===== src/rtl/tdm_demux_1x8_if.sv =====
// Serial-link bundle between the TDM demux and its sample source.
// parity_err exists only when TDM_DEMUX_PARITY_EN is defined.
interface tdm_demux_1x8_if;
  logic       en;
  logic       sync;
  logic       din;
  logic [3:0] sel;
  logic [7:0] q;
  logic       frame_valid;
  logic       locked;
  logic       resync;
`ifdef TDM_DEMUX_PARITY_EN
  logic       parity_err;
`endif

  // Source side: drives samples, receives selects and frames.
  modport master (
    output en, sync, din,
`ifdef TDM_DEMUX_PARITY_EN
    input  parity_err,
`endif
    input  sel, q, frame_valid, locked, resync
  );

  // Demux side.
  modport slave (
    input  en, sync, din,
`ifdef TDM_DEMUX_PARITY_EN
    output parity_err,
`endif
    output sel, q, frame_valid, locked, resync
  );
endinterface


===== src/rtl/tdm_demux_1x8.sv =====
// 1-bit to 8-bit TDM demultiplexer: drives mux selects, rebuilds frames, flags resyncs.
// Optional TDM_DEMUX_PARITY_EN adds a ninth even-parity slot and parity_err.
module tdm_demux_1x8 #(
  parameter int unsigned SLOTS = 8
) (
  input  logic            clk,
  input  logic            rst,
  tdm_demux_1x8_if.slave  bus
);

  localparam int unsigned SLOT_W = 4;
  localparam int unsigned DATA_W = 8;
`ifdef TDM_DEMUX_PARITY_EN
  localparam logic [SLOT_W-1:0] LAST_SLOT = SLOT_W'(8);
`else
  localparam logic [SLOT_W-1:0] LAST_SLOT = SLOT_W'(7);
`endif

  if (SLOTS != 8) begin : g_bad_slots
    $error("tdm_demux_1x8 supports exactly 8 data slots");
  end

  typedef enum logic {IDLE = 1'b0, RUN = 1'b1} state_t;

  state_t              state;
  state_t              state_nxt;
  logic [SLOT_W-1:0]   slot;
  logic [SLOT_W-1:0]   slot_nxt;
  logic [DATA_W-1:0]   shreg;
  logic [DATA_W-1:0]   shreg_nxt;
  logic [DATA_W-1:0]   q_r;
  logic [DATA_W-1:0]   q_nxt;
  logic                fv_r;
  logic                fv_nxt;
  logic                rs_r;
  logic                rs_nxt;
  logic                locked_r;
`ifdef TDM_DEMUX_PARITY_EN
  logic                pe_r;
  logic                pe_nxt;
`endif

  // State register.
  always_ff @(posedge clk) begin
    if (rst) state <= IDLE;
    else     state <= state_nxt;
  end

  // Next state: alignment is only gained from IDLE on a sync sample; only reset leaves RUN.
  always_comb begin
    state_nxt = state;
    if (state == IDLE && bus.en && bus.sync) state_nxt = RUN;
  end

  // Datapath next values.
  always_comb begin
    slot_nxt  = slot;
    shreg_nxt = shreg;
    q_nxt     = q_r;
    fv_nxt    = 1'b0;
    rs_nxt    = 1'b0;
`ifdef TDM_DEMUX_PARITY_EN
    pe_nxt    = 1'b0;
`endif
    case (state)
      IDLE: begin
        if (bus.en && bus.sync) begin
          shreg_nxt[0] = bus.din;
          slot_nxt     = SLOT_W'(1);
        end
      end
      RUN: begin
        if (bus.en) begin
          if (bus.sync && slot != '0) begin
            // Sync mid-frame: drop the partial frame and restart at slot 1.
            shreg_nxt = {{(DATA_W-1){1'b0}}, bus.din};
            slot_nxt  = SLOT_W'(1);
            rs_nxt    = 1'b1;
          end else if (slot == LAST_SLOT) begin
`ifdef TDM_DEMUX_PARITY_EN
            q_nxt  = shreg;
            pe_nxt = bus.din ^ (^shreg);
`else
            q_nxt  = {bus.din, shreg[DATA_W-2:0]};
`endif
            fv_nxt   = 1'b1;
            slot_nxt = '0;
          end else begin
            shreg_nxt[slot[2:0]] = bus.din;
            slot_nxt             = slot + SLOT_W'(1);
          end
        end
      end
      default: ;
    endcase
  end

  // Output and datapath registers.
  always_ff @(posedge clk) begin
    if (rst) begin
      slot     <= '0;
      shreg    <= '0;
      q_r      <= '0;
      fv_r     <= 1'b0;
      rs_r     <= 1'b0;
      locked_r <= 1'b0;
`ifdef TDM_DEMUX_PARITY_EN
      pe_r     <= 1'b0;
`endif
    end else begin
      slot     <= slot_nxt;
      shreg    <= shreg_nxt;
      q_r      <= q_nxt;
      fv_r     <= fv_nxt;
      rs_r     <= rs_nxt;
      locked_r <= (state_nxt == RUN);
`ifdef TDM_DEMUX_PARITY_EN
      pe_r     <= pe_nxt;
`endif
    end
  end

  // slot is held at 0 while IDLE, so it doubles as the select output.
  assign bus.sel         = slot;
  assign bus.q           = q_r;
  assign bus.frame_valid = fv_r;
  assign bus.resync      = rs_r;
  assign bus.locked      = locked_r;
`ifdef TDM_DEMUX_PARITY_EN
  assign bus.parity_err  = pe_r;
`endif

endmodule


===== src/flat_wrapper.sv =====
// flat-port wrapper written by rule: the top's interface ports become plain ports
module tdm_demux_1x8_flat 
#(
  parameter int unsigned SLOTS = 8
)
  (clk, rst, bus_en, bus_sync, bus_din, bus_sel, bus_q, bus_frame_valid, bus_locked, bus_resync);
  tdm_demux_1x8_if bus_i ();
  input  logic clk;
  input  logic rst;
  input wire logic [$bits(bus_i.en)-1:0] bus_en;
  input wire logic [$bits(bus_i.sync)-1:0] bus_sync;
  input wire logic [$bits(bus_i.din)-1:0] bus_din;
  output wire logic [$bits(bus_i.sel)-1:0] bus_sel;
  output wire logic [$bits(bus_i.q)-1:0] bus_q;
  output wire logic [$bits(bus_i.frame_valid)-1:0] bus_frame_valid;
  output wire logic [$bits(bus_i.locked)-1:0] bus_locked;
  output wire logic [$bits(bus_i.resync)-1:0] bus_resync;
  assign bus_i.en = bus_en;
  assign bus_i.sync = bus_sync;
  assign bus_i.din = bus_din;
  assign bus_sel = bus_i.sel;
  assign bus_q = bus_i.q;
  assign bus_frame_valid = bus_i.frame_valid;
  assign bus_locked = bus_i.locked;
  assign bus_resync = bus_i.resync;
  tdm_demux_1x8 #(.SLOTS(SLOTS)) u_core (.clk(clk), .rst(rst), .bus(bus_i));
endmodule

===== config.mk =====
export PLATFORM = sky130hd
export DESIGN_NAME = tdm_demux_1x8_flat
export DESIGN_NICKNAME = d
export VERILOG_FILES = /design/src/rtl/tdm_demux_1x8_if.sv /design/src/rtl/tdm_demux_1x8.sv /design/src/flat_wrapper.sv
export SDC_FILE = /design/constraint.sdc
export NUM_CORES = 1
export LEC_CHECK = 0
export ABC_AREA = 1
export BUFFER_PORTS_ARGS = -buffer_cell sky130_fd_sc_hd__buf_2
export CORE_UTILIZATION = 55
export CTS_BUF_LIST = sky130_fd_sc_hd__clkbuf_4
export DETAILED_ROUTE_END_ITERATION = 8
export PLACE_DENSITY = 0.87
export SETUP_SLACK_MARGIN = 0.4
export SLEW_MARGIN = 20
export SYNTH_ARGS = -nofsm -noshare
export SYNTH_HDL_FRONTEND = slang
export SYNTH_SLANG_ARGS = --single-unit

===== constraint.sdc =====
create_clock -name clk -period 2.08 [get_ports clk]
set_input_delay 0.312 -clock clk [delete_from_list [all_inputs] [get_ports clk]]
set_output_delay 0.312 -clock clk [all_outputs]
set_load 0.02 [all_outputs]

# == After elaboration in Yosys (flattened, before gate mapping) ==
# Index checks and enable logic that the tools add are counted.
# totals
register_bits,23
latchBits,0
ramBits,0
rom_bits,0
inputBits,5
word_cells,45
n_memories,0
# op_classes
n_addsub,1
n_mul,0
n_div,0
magnitude_cmp,2
eq_ne,5
n_shift,0
n_mux,15
bitwise,3
n_reduce_logical,12
# ops
operator,count
2-to-1 mux 4 bit,4
2-to-1 mux 8 bit,2
bitwise mux 8 bit,1
case mux 4 bit (2 select lines),1
AND reduction 3 bit,2
logical AND 1 bit,5
2-to-1 mux 1 bit,5
adder 4 x 1 -> 4 bit (second input constant),1
== test 4 x 3 -> 1 bit (second input constant),1
< comparator 3 x 4 -> 1 bit (second input constant),1
inequality test 2 bit (second input constant),2
AND reduction 4 bit,1
nonzero test 4 bit,1
OR reduction 4 bit,1
demux 1 bit (select 3 bit),1
>= comparator 3 x 1 -> 1 bit (second input constant),1
inequality test 3 bit (second input constant),1
NOT 1 bit,3
OR reduction 3 bit,1
inequality test 2 x 1 -> 1 bit (second input constant),1
case mux 1 bit (2 select lines),1
AND reduction 2 bit,1

# == Longest topological paths before layout ==
# Gate-level depths: netlist of the first run.
# logic_depth
depth_word,9
depth_mapped,10
depth_no_buf,10

# == Least setup slack after synthesis of the first run ==
# OpenSTA, ideal clock, no wires.
# synth_timing
kind,reg-to-reg
startpoint,reg u_core.slot[0] (netlist: u_core.bus.sel[0])
endpoint,reg u_core.shreg[6]
setup_ns,0.132
t_arrival_ns,1.479
path_slack_ns,0.469
path_stages_with_launch,9
period_less_slack_ns,1.611
path_cell_list,dfxtp_1 inv_1 ha_1 nand2_2 nand2_4 nand2_8 nand2_4 o21ai_0 a21oi_1
# synth_between
elab_chain_cells,7
word_cells_on_any_way,13
# synth_rtl
item,line,source
from (decl),tdm_demux_1x8.sv:27,logic [SLOT_W-1:0] slot;
from (signal assigned),tdm_demux_1x8.sv:111,slot <= slot_nxt;
< comparator 3 x 4 -> 1 bit (implied by the code) / >= comparator 3 x 1 -> 1 bit (equally long branches),tdm_demux_1x8.sv:89,shreg_nxt[slot[2:0]] = bus.din;
logical AND 1 bit (implied by the code),tdm_demux_1x8.sv:89,
2-to-1 mux 1 bit (implied by the code),tdm_demux_1x8.sv:89,
demux 1 bit (select 3 bit),-,
bitwise mux 8 bit,tdm_demux_1x8.sv:89,
2-to-1 mux 8 bit,tdm_demux_1x8.sv:79,end else if (slot == LAST_SLOT) begin
2-to-1 mux 8 bit,tdm_demux_1x8.sv:74,if (bus.sync && slot != '0) begin
to (signal assigned),tdm_demux_1x8.sv:112,shreg <= shreg_nxt;
to (decl),tdm_demux_1x8.sv:29,logic [DATA_W-1:0] shreg;
# Parallel ways exist; a longest one is shown, timed or not. The select of a mux whose other input is x is not followed.
# A chain may end at the register's enable or synchronous reset.

# == Worst setup path after layout of the first run ==
# layout_timing
startpoint,reg u_core.slot[2] (netlist: u_core.bus.sel[2])
endpoint,reg u_core.q_r[0] (netlist: u_core.bus.q[0])
# layout_between
elab_chain_cells,4
word_cells_on_any_way,5
# layout_rtl
item,line,source
nonzero test 4 bit,tdm_demux_1x8.sv:74,
logical AND 1 bit,tdm_demux_1x8.sv:74,
NOT 1 bit (no line),-,
AND reduction 4 bit (no line) *,-,
to (signal assigned),tdm_demux_1x8.sv:113,q_r <= q_nxt;
to (decl),tdm_demux_1x8.sv:31,logic [DATA_W-1:0] q_r;
# Every way passes the cells marked *; elsewhere a longest branch is shown, timed or not.

==> impl_summary.log, run 1 <==
[metrics] status: completed
[metrics] post-detailed-placement half-perimeter wirelength: 1.78 mm
[metrics] gp weighted congestion: 0.941
[metrics] hold-fix buffers at CTS: 0
[metrics] relative slew slack: 0.744
[metrics] Fin. Hold Viols: 0
[metrics] DRT Wirelength: 2.44 mm
[metrics] flip-flop and latch count after synthesis: 22
[metrics] drt initial violations: 49
[metrics] Detailed Routing Iterations Pass 1: 5
[metrics] max-cap violation count: 0
[metrics] TritonCTS clock tree: done
[metrics] buffer count from post-CTS setup fixing: 0
[metrics] via count: 1015
[metrics] RSZ-0062 raised after global routing: false
[metrics] syn_area_per_cell: 7.85 um2
[metrics] critical path startpoint: u_core.bus.sel[2]$_SDFFE_PP0P_
[metrics] register-to-register setup slack: 0.46 ns
[metrics] count of unresolved DRC violations after routing: 0
[metrics] number of distinct library cells after synthesis: 23
[metrics] Worst R2R Path Depth: 7
[metrics] final setup violation count: 0
[metrics] combined global-route utilization of all metal layers: 0.266
[metrics] boundary pin count: 20
[metrics] static leakage power: 0.570 nW
[metrics] category of the worst setup path launch point: flip-flop
[metrics] worst setup skew after layout: 0.0101 ns
[metrics] maximum operating frequency: 615 MHz
[metrics] clock sink total: 22
[metrics] startpoint of the lowest-slack register-to-register path: u_core.bus.sel[2]$_SDFFE_PP0P_
[metrics] endpoint of the worst register-to-register path: u_core.bus.q[0]$_SDFFE_PP0P_
[metrics] areal power density over the cells: 734 nW/um2
[metrics] level count of the clock H-tree: 1
[metrics] data arrival time at the worst-slack endpoint: 1.84 ns
[metrics] worst vdd ir: 0.416 mV
[metrics] Routed Antenna Nets: 0
[metrics] die outline height: 45.4 um
[metrics] post-layout net count: 160
[metrics] pins over their slew limit: 0
[metrics] Synth Cell Area: 1040 um2
[metrics] area of the placeable core: 1750 um2
[metrics] first-pass GRT wire length: 3.91 mm
[metrics] count of input and output buffers: 19
[metrics] Required @ worst endpoint: 2.30 ns
[metrics] area enclosed by the die boundary: 2060 um2
[metrics] post-layout util: 0.690
[metrics] worst hold path type: input port to flip-flop
[metrics] master cell of the clock root buffer: sky130_fd_sc_hd__clkbuf_4
[metrics] transition time at the pin with the least slew margin: 0.383 ns
[metrics] Final TNS setup: 0 ns
[metrics] synthesis-to-layout area growth: 16.2%
[metrics] layout cells sized above 1: 0.250
[metrics] power consumption: 0.883 mW
[metrics] number of global-route vias before repair: 908
[metrics] mean number of vias per cell: 5.73
[metrics] capturing element type of the critical path: flip-flop
[metrics] critical path fanouts, max: 10
[metrics] Yosys Warn Count: 0
[metrics] clock slew at the register clock pins of the worst setup and hold paths: 0.12 ns
[metrics] pin count of the biggest net entering global routing: 14
[metrics] source-to-sink clock delay at the later pin of the worst-skew pair: 0.31 ns
[metrics] total CTS buffers: 3
[metrics] wire per inst: 13.8 um
[metrics] count of mapped cells out of synthesis: 132
[metrics] termination of the worst setup path: u_core.bus.q[0]$_SDFFE_PP0P_
[metrics] number of buffers between clock root and the deepest sink: 2
[metrics] part of the cycle the worst path needs: 0.781
[metrics] antenna fix cells: 0
[metrics] clock period minus worst slack: 1.62 ns
[metrics] initial cell density of the core: 0.594
[metrics] sequential area share after synthesis: 0.425
[metrics] sum of overflow across all layers after global routing: 0
[metrics] standard-cell row count: 15
[metrics] post_cts resized: 0
[metrics] number of inserted filler cells in the final layout: 159
[metrics] Post-Place Cell Area: 1140 um2
[metrics] Die X-Extent: 45.4 um
[metrics] summed area of non-filler cells in the final layout: 1200 um2
[metrics] number of antenna violations at the first check in global routing: 0
[metrics] kind of critical path: flip-flop to flip-flop
[metrics] Post-Synthesis Net Count: 139
==> power breakdown <==
| part | internal (mW) | leakage [nW] | total (mW) | switching, mW |
|---|---|---|---|---|
| clock | 0.195 | 0.0279 | 0.325 | 0.130 |
| combinational | 0.0358 | 0.362 | 0.113 | 0.0774 |
| sequential | 0.430 | 0.179 | 0.445 | 0.0144 |
==> worst min-delay path by stage <==
stage                            startpoint                             end  cells after the start
2_1_floorplan  u_core.shreg[1]$_SDFFE_PP0P_    u_core.bus.q[1]$_SDFFE_PP0P_                      2
5_1_grt                              bus_en  u_core.bus.locked$_SDFFE_PP0P_                      3
3_3_place_gp   u_core.shreg[4]$_SDFFE_PP0P_    u_core.shreg[4]$_SDFFE_PP0P_                      2
3_5_place_dp   u_core.shreg[4]$_SDFFE_PP0P_    u_core.shreg[4]$_SDFFE_PP0P_                      2
6_report                            bus_din    u_core.bus.q[7]$_SDFFE_PP0P_                      3
4_1_cts                             bus_din    u_core.bus.q[7]$_SDFFE_PP0P_                      3
==> layer usage <==
layer	track usage	up-vias	part of all wire
met1	0.328	465	0.44
met5	0	-	0
met2	0.446	48	0.46
met4	0.133	0	0.036
met3	0.0397	15	0.065
li1	-	487	-
==> cells by family (layout without fill, tap and decap cells) <==
group,count (synthesis),after routing,share of synthesized area
fa+ha+maj,2,2,0.0242
simple gates,63,63,0.327
compound gates,31,31,0.161
xor+xnor,1,1,0.00846
flops,22,22,0.425
buf+inv,13,33,0.0543
==> per-stage QoR <==
step	instances	worst slack, ns	hold slack (ns)
after floorplan	132	0.469	0.448
after global placement	173	0.493	0.467
after detailed placement	173	0.433	0.474
after CTS	177	0.402	0.271
after global routing	177	0.412	0.291
final	177	0.455	0.275
==> final cells by class <==
class                      instances  area [um2]  area share
multi-input combinational         97         542       0.450
tap                               25        31.3      0.0260
inverter                          10        37.5      0.0312
timing repair buffer              19        95.1      0.0790
sequential                        22         445       0.370
clock inverter                     1        30.0      0.0249
clock buffer                       3        22.5      0.0187
==> cells in the final DEF (no fill, tap or decap), types with 3 or more instances in the layout <==
cell,synthesis,final
sky130_fd_sc_hd__nor2_1,28,28
sky130_fd_sc_hd__dfxtp_1,22,20
sky130_fd_sc_hd__buf_2,0,19
sky130_fd_sc_hd__o21ai_0,14,14
sky130_fd_sc_hd__a21oi_1,13,13
sky130_fd_sc_hd__nor3_1,10,10
sky130_fd_sc_hd__inv_1,9,8
sky130_fd_sc_hd__nand2_1,6,6
sky130_fd_sc_hd__nand4_1,6,6
sky130_fd_sc_hd__nand3_1,4,4
sky130_fd_sc_hd__o21ai_1,3,3
sky130_fd_sc_hd__clkbuf_4,0,3
==> synth_stat cells <==
cell / instances / area share
sky130_fd_sc_hd__a21oi_4: 1 / 0.016
sky130_fd_sc_hd__buf_6: 1 / 0.011
sky130_fd_sc_hd__inv_2: 1 / 0.0036
sky130_fd_sc_hd__clkbuf_1: 1 / 0.0036
sky130_fd_sc_hd__o21ai_1: 3 / 0.014
sky130_fd_sc_hd__ha_1: 2 / 0.024
sky130_fd_sc_hd__a21oi_1: 13 / 0.063
sky130_fd_sc_hd__nand4_1: 6 / 0.036
sky130_fd_sc_hd__o21ai_0: 14 / 0.068
sky130_fd_sc_hd__dfxtp_1: 22 / 0.43
sky130_fd_sc_hd__nand2_4: 2 / 0.022
sky130_fd_sc_hd__xor2_1: 1 / 0.0085
sky130_fd_sc_hd__nor2_1: 28 / 0.10
sky130_fd_sc_hd__nand2_2: 2 / 0.012
sky130_fd_sc_hd__nor3_1: 10 / 0.048
sky130_fd_sc_hd__nor2_4: 2 / 0.022
sky130_fd_sc_hd__inv_1: 9 / 0.033
sky130_fd_sc_hd__nor2_8: 1 / 0.019
sky130_fd_sc_hd__buf_1: 1 / 0.0036
sky130_fd_sc_hd__nand2_1: 6 / 0.022
sky130_fd_sc_hd__nor2_2: 1 / 0.0060
sky130_fd_sc_hd__nand2_8: 1 / 0.019
sky130_fd_sc_hd__nand3_1: 4 / 0.019
==> registers in the layout (all words and copies together), names as in the netlist <==
register                cells
u_core.bus.locked           1
u_core.bus.resync           1
u_core.shreg                7
u_core.bus.frame_valid      1
u_core.bus.q                8
u_core.bus.sel              4
==> critical path, stage by stage, from the launching register on <==
cell and delay, ns:
sky130_fd_sc_hd__dfxtp_1 0.57, sky130_fd_sc_hd__nand2_1 0.21, sky130_fd_sc_hd__nor2_4 0.21, sky130_fd_sc_hd__nand2_8 0.11, sky130_fd_sc_hd__nor2_8 0.15, sky130_fd_sc_hd__inv_2 0.09, sky130_fd_sc_hd__nor2_1 0.12, sky130_fd_sc_hd__nor2_1 0.06
No activity file was read; power rests on OpenSTA's default activity.
==> run 2: changes to the inputs <==
--- a/config.mk
+++ b/config.mk
@@ -5,7 +5,7 @@
 export SDC_FILE = /design/constraint.sdc
 export NUM_CORES = 1
 export LEC_CHECK = 0
-export ABC_AREA = 1
+export ABC_AREA = 0
 export BUFFER_PORTS_ARGS = -buffer_cell sky130_fd_sc_hd__buf_2
 export CORE_UTILIZATION = 55
 export CTS_BUF_LIST = sky130_fd_sc_hd__clkbuf_4
==> constraint.sdc (replaced) <==
create_clock -name clk -period 1.5 [get_ports clk]
set_input_delay 0.225 -clock clk [delete_from_list [all_inputs] [get_ports clk]]
set_output_delay 0.225 -clock clk [all_outputs]
set_load 0.02 [all_outputs]
==> run 2 against run 1 <==
Net effect:
- largest power group unchanged
- core utilization rose by 16 points
- power grew 17%
- worst hold slack got worse by 0.056 ns
- first-iteration DRC count is 12% lower
- the run now ends with setup timing left
- combinational power grew 40%
- highest routed layer unchanged
- worst setup slack lost 0.54 ns
==> impl_summary.log, run 2 <==
[metrics] violated checks: setup timing
[metrics] part of the cycle the worst path needs: 1.06
[metrics] FFs w/ async S/R, synth: 0
[metrics] critical path fanouts, max: 6
[metrics] switching portion of total power: 0.269
[metrics] worst hold path type: input port to flip-flop
[metrics] Post-Synthesis Net Count: 123
[metrics] number of placed instances with taps included: 167
[metrics] number of flip-flops in the largest register: 8
[metrics] final instance count without filler cells: 179
[metrics] initial cell density of the core: 0.599
[metrics] Required @ worst endpoint: 1.75 ns
[metrics] static leakage power: 0.584 nW
[metrics] sum of overflow across all layers after global routing: 0
[metrics] DRT Wirelength: 3.24 mm
[metrics] count of unresolved DRC violations after routing: 0
[metrics] master cell of the clock root buffer: sky130_fd_sc_hd__clkbuf_4
[metrics] Seq pwr share: 0.583
[metrics] areal power density over the cells: 686 nW/um2
[metrics] combinational share of power: 0.153
[metrics] clock period minus worst slack: 1.58 ns
[metrics] switching component of the power: 0.277 mW
[metrics] EDFF count, synth: 0
[metrics] number of inserted filler cells in the final layout: 104
[metrics] Fin. Hold Viols: 0
[metrics] standard-cell row count: 15
[metrics] top library cells by usage in the layout, fill and taps aside: sky130_fd_sc_hd__buf_2 (17), sky130_fd_sc_hd__buf_4 (17), sky130_fd_sc_hd__dfxtp_1 (17), sky130_fd_sc_hd__nor2_1 (11)
[metrics] layout cells sized above 1: 0.474
[metrics] transition time at the pin with the least slew margin: 0.304 ns
[metrics] gp weighted congestion: 0.928
[metrics] mean number of vias per cell: 6.04
[metrics] worst setup skew after layout: 0.00232 ns
[metrics] level count of the clock H-tree: 1
[metrics] first-pass GRT wire length: 4.58 mm
[metrics] Synth Cell Area: 1060 um2
[metrics] status: finished, violations left
[metrics] capturing element type of the critical path: flip-flop
[metrics] wire per inst: 18.1 um
[metrics] via count: 1081
[metrics] clock slew at the register clock pins of the worst setup and hold paths: 0.11 ns
[metrics] data arrival time at the worst-slack endpoint: 1.83 ns
[metrics] number of buffers between clock root and the deepest sink: 2
[metrics] critical path startpoint: u_core.bus.sel[0]$_SDFFE_PP0P_
[metrics] boundary pin count: 20
[metrics] area enclosed by the die boundary: 2100 um2
[metrics] category of the worst setup path launch point: flip-flop
[metrics] termination of the worst setup path: u_core.bus.sel[1]$_SDFFE_PP0P_
[metrics] most numerous cell types in the synthesized netlist: sky130_fd_sc_hd__dfxtp_1 (22), sky130_fd_sc_hd__nor2_1 (11), sky130_fd_sc_hd__a21oi_1 (9), sky130_fd_sc_hd__nand2_1 (9), sky130_fd_sc_hd__mux2i_1 (8)
[metrics] sequential area share after synthesis: 0.417
[metrics] final setup violation count: 5
[metrics] number of distinct library cells after synthesis: 39
[metrics] portion of total power attributed to the clock network: 0.264
[metrics] die outline height: 45.8 um
[metrics] post-layout util: 0.851
[metrics] leading cell types by total area after synthesis: sky130_fd_sc_hd__dfxtp_1 (42%), sky130_fd_sc_hd__mux2i_1 (7.6%), sky130_fd_sc_hd__a21oi_1 (4.3%), sky130_fd_sc_hd__nor2_1 (3.9%), sky130_fd_sc_hd__nand2_1 (3.2%)
[metrics] TritonCTS clock tree: done
[metrics] number of global-route vias before repair: 1012
[metrics] count of input and output buffers: 19
[metrics] RSZ-0062 raised after global routing: true
[metrics] hold_ws: 0.218 ns
[metrics] source-to-sink clock delay at the later pin of the worst-skew pair: 0.31 ns
[metrics] Routed Antenna Nets: 0
[metrics] Final TNS setup: -0.208 ns
[metrics] combined global-route utilization of all metal layers: 0.310
[metrics] kind of critical path: flip-flop to flip-flop
[metrics] area of the placeable core: 1760 um2
[metrics] flip-flop and latch count after synthesis: 22
[metrics] number of cells traversed by the worst hold path: 3
[metrics] hold-fix buffers at CTS: 0
[metrics] clock sink total: 22
[metrics] pins over their slew limit: 0
[metrics] count of mapped cells out of synthesis: 116
[metrics] relative slew slack: 0.796
[metrics] Post-synth top flop: sky130_fd_sc_hd__dfxtp_1
[metrics] drt initial violations: 43
[metrics] startpoint of the lowest-slack register-to-register path: u_core.bus.sel[0]$_SDFFE_PP0P_
[metrics] max-cap violation count: 0
[metrics] Worst R2R Path Depth: 6
[metrics] total CTS buffers: 3
[metrics] dominant cell type by area after synthesis: sky130_fd_sc_hd__dfxtp_1
[metrics] pin count of the biggest net entering global routing: 22
[metrics] Internal Pwr Total: 0.753 mW
[metrics] post-detailed-placement half-perimeter wirelength: 1.85 mm
[metrics] register-to-register setup slack: -0.08 ns
[metrics] most frequently used cell type in the post-synthesis netlist: sky130_fd_sc_hd__dfxtp_1
[metrics] endpoint of the worst register-to-register path: u_core.bus.sel[1]$_SDFFE_PP0P_
[metrics] post-layout net count: 162
[metrics] number of antenna violations at the first check in global routing: 0
[metrics] syn_area_per_cell: 9.10 um2
[metrics] post-route setup slack: -0.0838 ns
[metrics] antenna fix cells: 0
[metrics] Detailed Routing Iterations Pass 1: 4
[metrics] Yosys Warn Count: 0
[metrics] synthesis-to-layout area growth: 42.2%
[metrics] Die X-Extent: 45.8 um
[metrics] area share of the largest cell type after synthesis: 0.417
[metrics] maximum operating frequency: 631 MHz
[metrics] worst vdd ir: 0.627 mV
## run 2: cell types whose count changed after synthesis, sizes merged, moves of 3 or more
cell,previous run,this run
nor3,10,4
inv,10,4
a21oi,14,9
nand4,6,0
nor2b,0,3
nor2,32,12
mux2i,0,8
nand2b,0,5
o21ai,17,4
## run 2: area by class of cell
cell class / instances / area (um2) / area share
Multi-Input combinational cell: 84 / 678 / 0.452
Timing Repair Buffer: 40 / 289 / 0.192
Tap cell: 25 / 31.3 / 0.0208
Sequential cell: 22 / 454 / 0.303
Clock inverter: 1 / 3.75 / 0.00250
Clock buffer: 3 / 22.5 / 0.0150
Inverter: 4 / 22.5 / 0.0150
## run 2: repair_timing
item	4_1_cts	5_1_grt
endpoints found under the setup margin	25	27
pin swaps	6	6
endpoints found under the hold margin	0	0
gates resized for setup	12	16
setup buffers	6	2
## run 2: per-layer routing
| layer | vias up | share of wire | GRT usage |
|---|---|---|---|
| met1 | 511 | 0.41 | 0.350 |
| met3 | 12 | 0.074 | 0.107 |
| met5 | - | 0 | 0 |
| li1 | 490 | - | - |
| met4 | 0 | 0.024 | 0.118 |
| met2 | 68 | 0.49 | 0.531 |
## run 2: worst min path at each step
stage	start	slack [ns]	endpoint
global placement	u_core.shreg[0]$_SDFFE_PP0P_	0.46	u_core.shreg[0]$_SDFFE_PP0P_
floorplan	bus_en	0.37	u_core.bus.locked$_SDFFE_PP0P_
detailed placement	u_core.shreg[6]$_SDFFE_PP0P_	0.47	u_core.shreg[6]$_SDFFE_PP0P_
global route	bus_din	0.21	u_core.bus.q[7]$_SDFFE_PP0P_
CTS	bus_din	0.18	u_core.bus.q[7]$_SDFFE_PP0P_
finish	bus_din	0.22	u_core.bus.q[7]$_SDFFE_PP0P_
## run 2: logic make-up (layout without fill, tap and decap cells)
group | count (synthesis) | in the layout | synth area share
muxes | 8 | 8 | 0.0758
DFF | 22 | 22 | 0.417
adders and majority gates | 2 | 2 | 0.0237
and+or+nand+nor | 48 | 48 | 0.262
buffers and inverters | 10 | 48 | 0.0450
AOI/OAI and AO/OA | 26 | 26 | 0.177
## run 2: worst max-delay path, stage by stage (launching register included)
cell	delay, ns
sky130_fd_sc_hd__dfxtp_4	0.40
sky130_fd_sc_hd__inv_4	0.07
sky130_fd_sc_hd__ha_4	0.11
sky130_fd_sc_hd__or3b_4	0.42
sky130_fd_sc_hd__a21boi_4	0.23
sky130_fd_sc_hd__nand3_1	0.15
sky130_fd_sc_hd__a21oi_2	0.15
## run 2: stage by stage
| stage | power, mW | worst slack (ns) | instance area, um2 |
|---|---|---|---|
| global route | 1.06 | -0.136 | 1500 |
| finish | 1.03 | -0.0838 | 1500 |
| CTS | 1.01 | -0.0424 | 1410 |
| detailed placement | 0.731 | -0.0829 | 1300 |
| floorplan | 0.692 | -0.0498 | 1120 |
| global placement | 0.725 | 0.00163 | 1300 |
## run 2: power by group through the flow
stage               registers, mW  clock network [mW]  logic [mW]
global route                0.601               0.300       0.163
floorplan                   0.611                   0      0.0809
CTS                         0.598               0.279       0.136
detailed placement          0.612                   0       0.119
global placement            0.610                   0       0.115
finish                      0.601               0.272       0.158
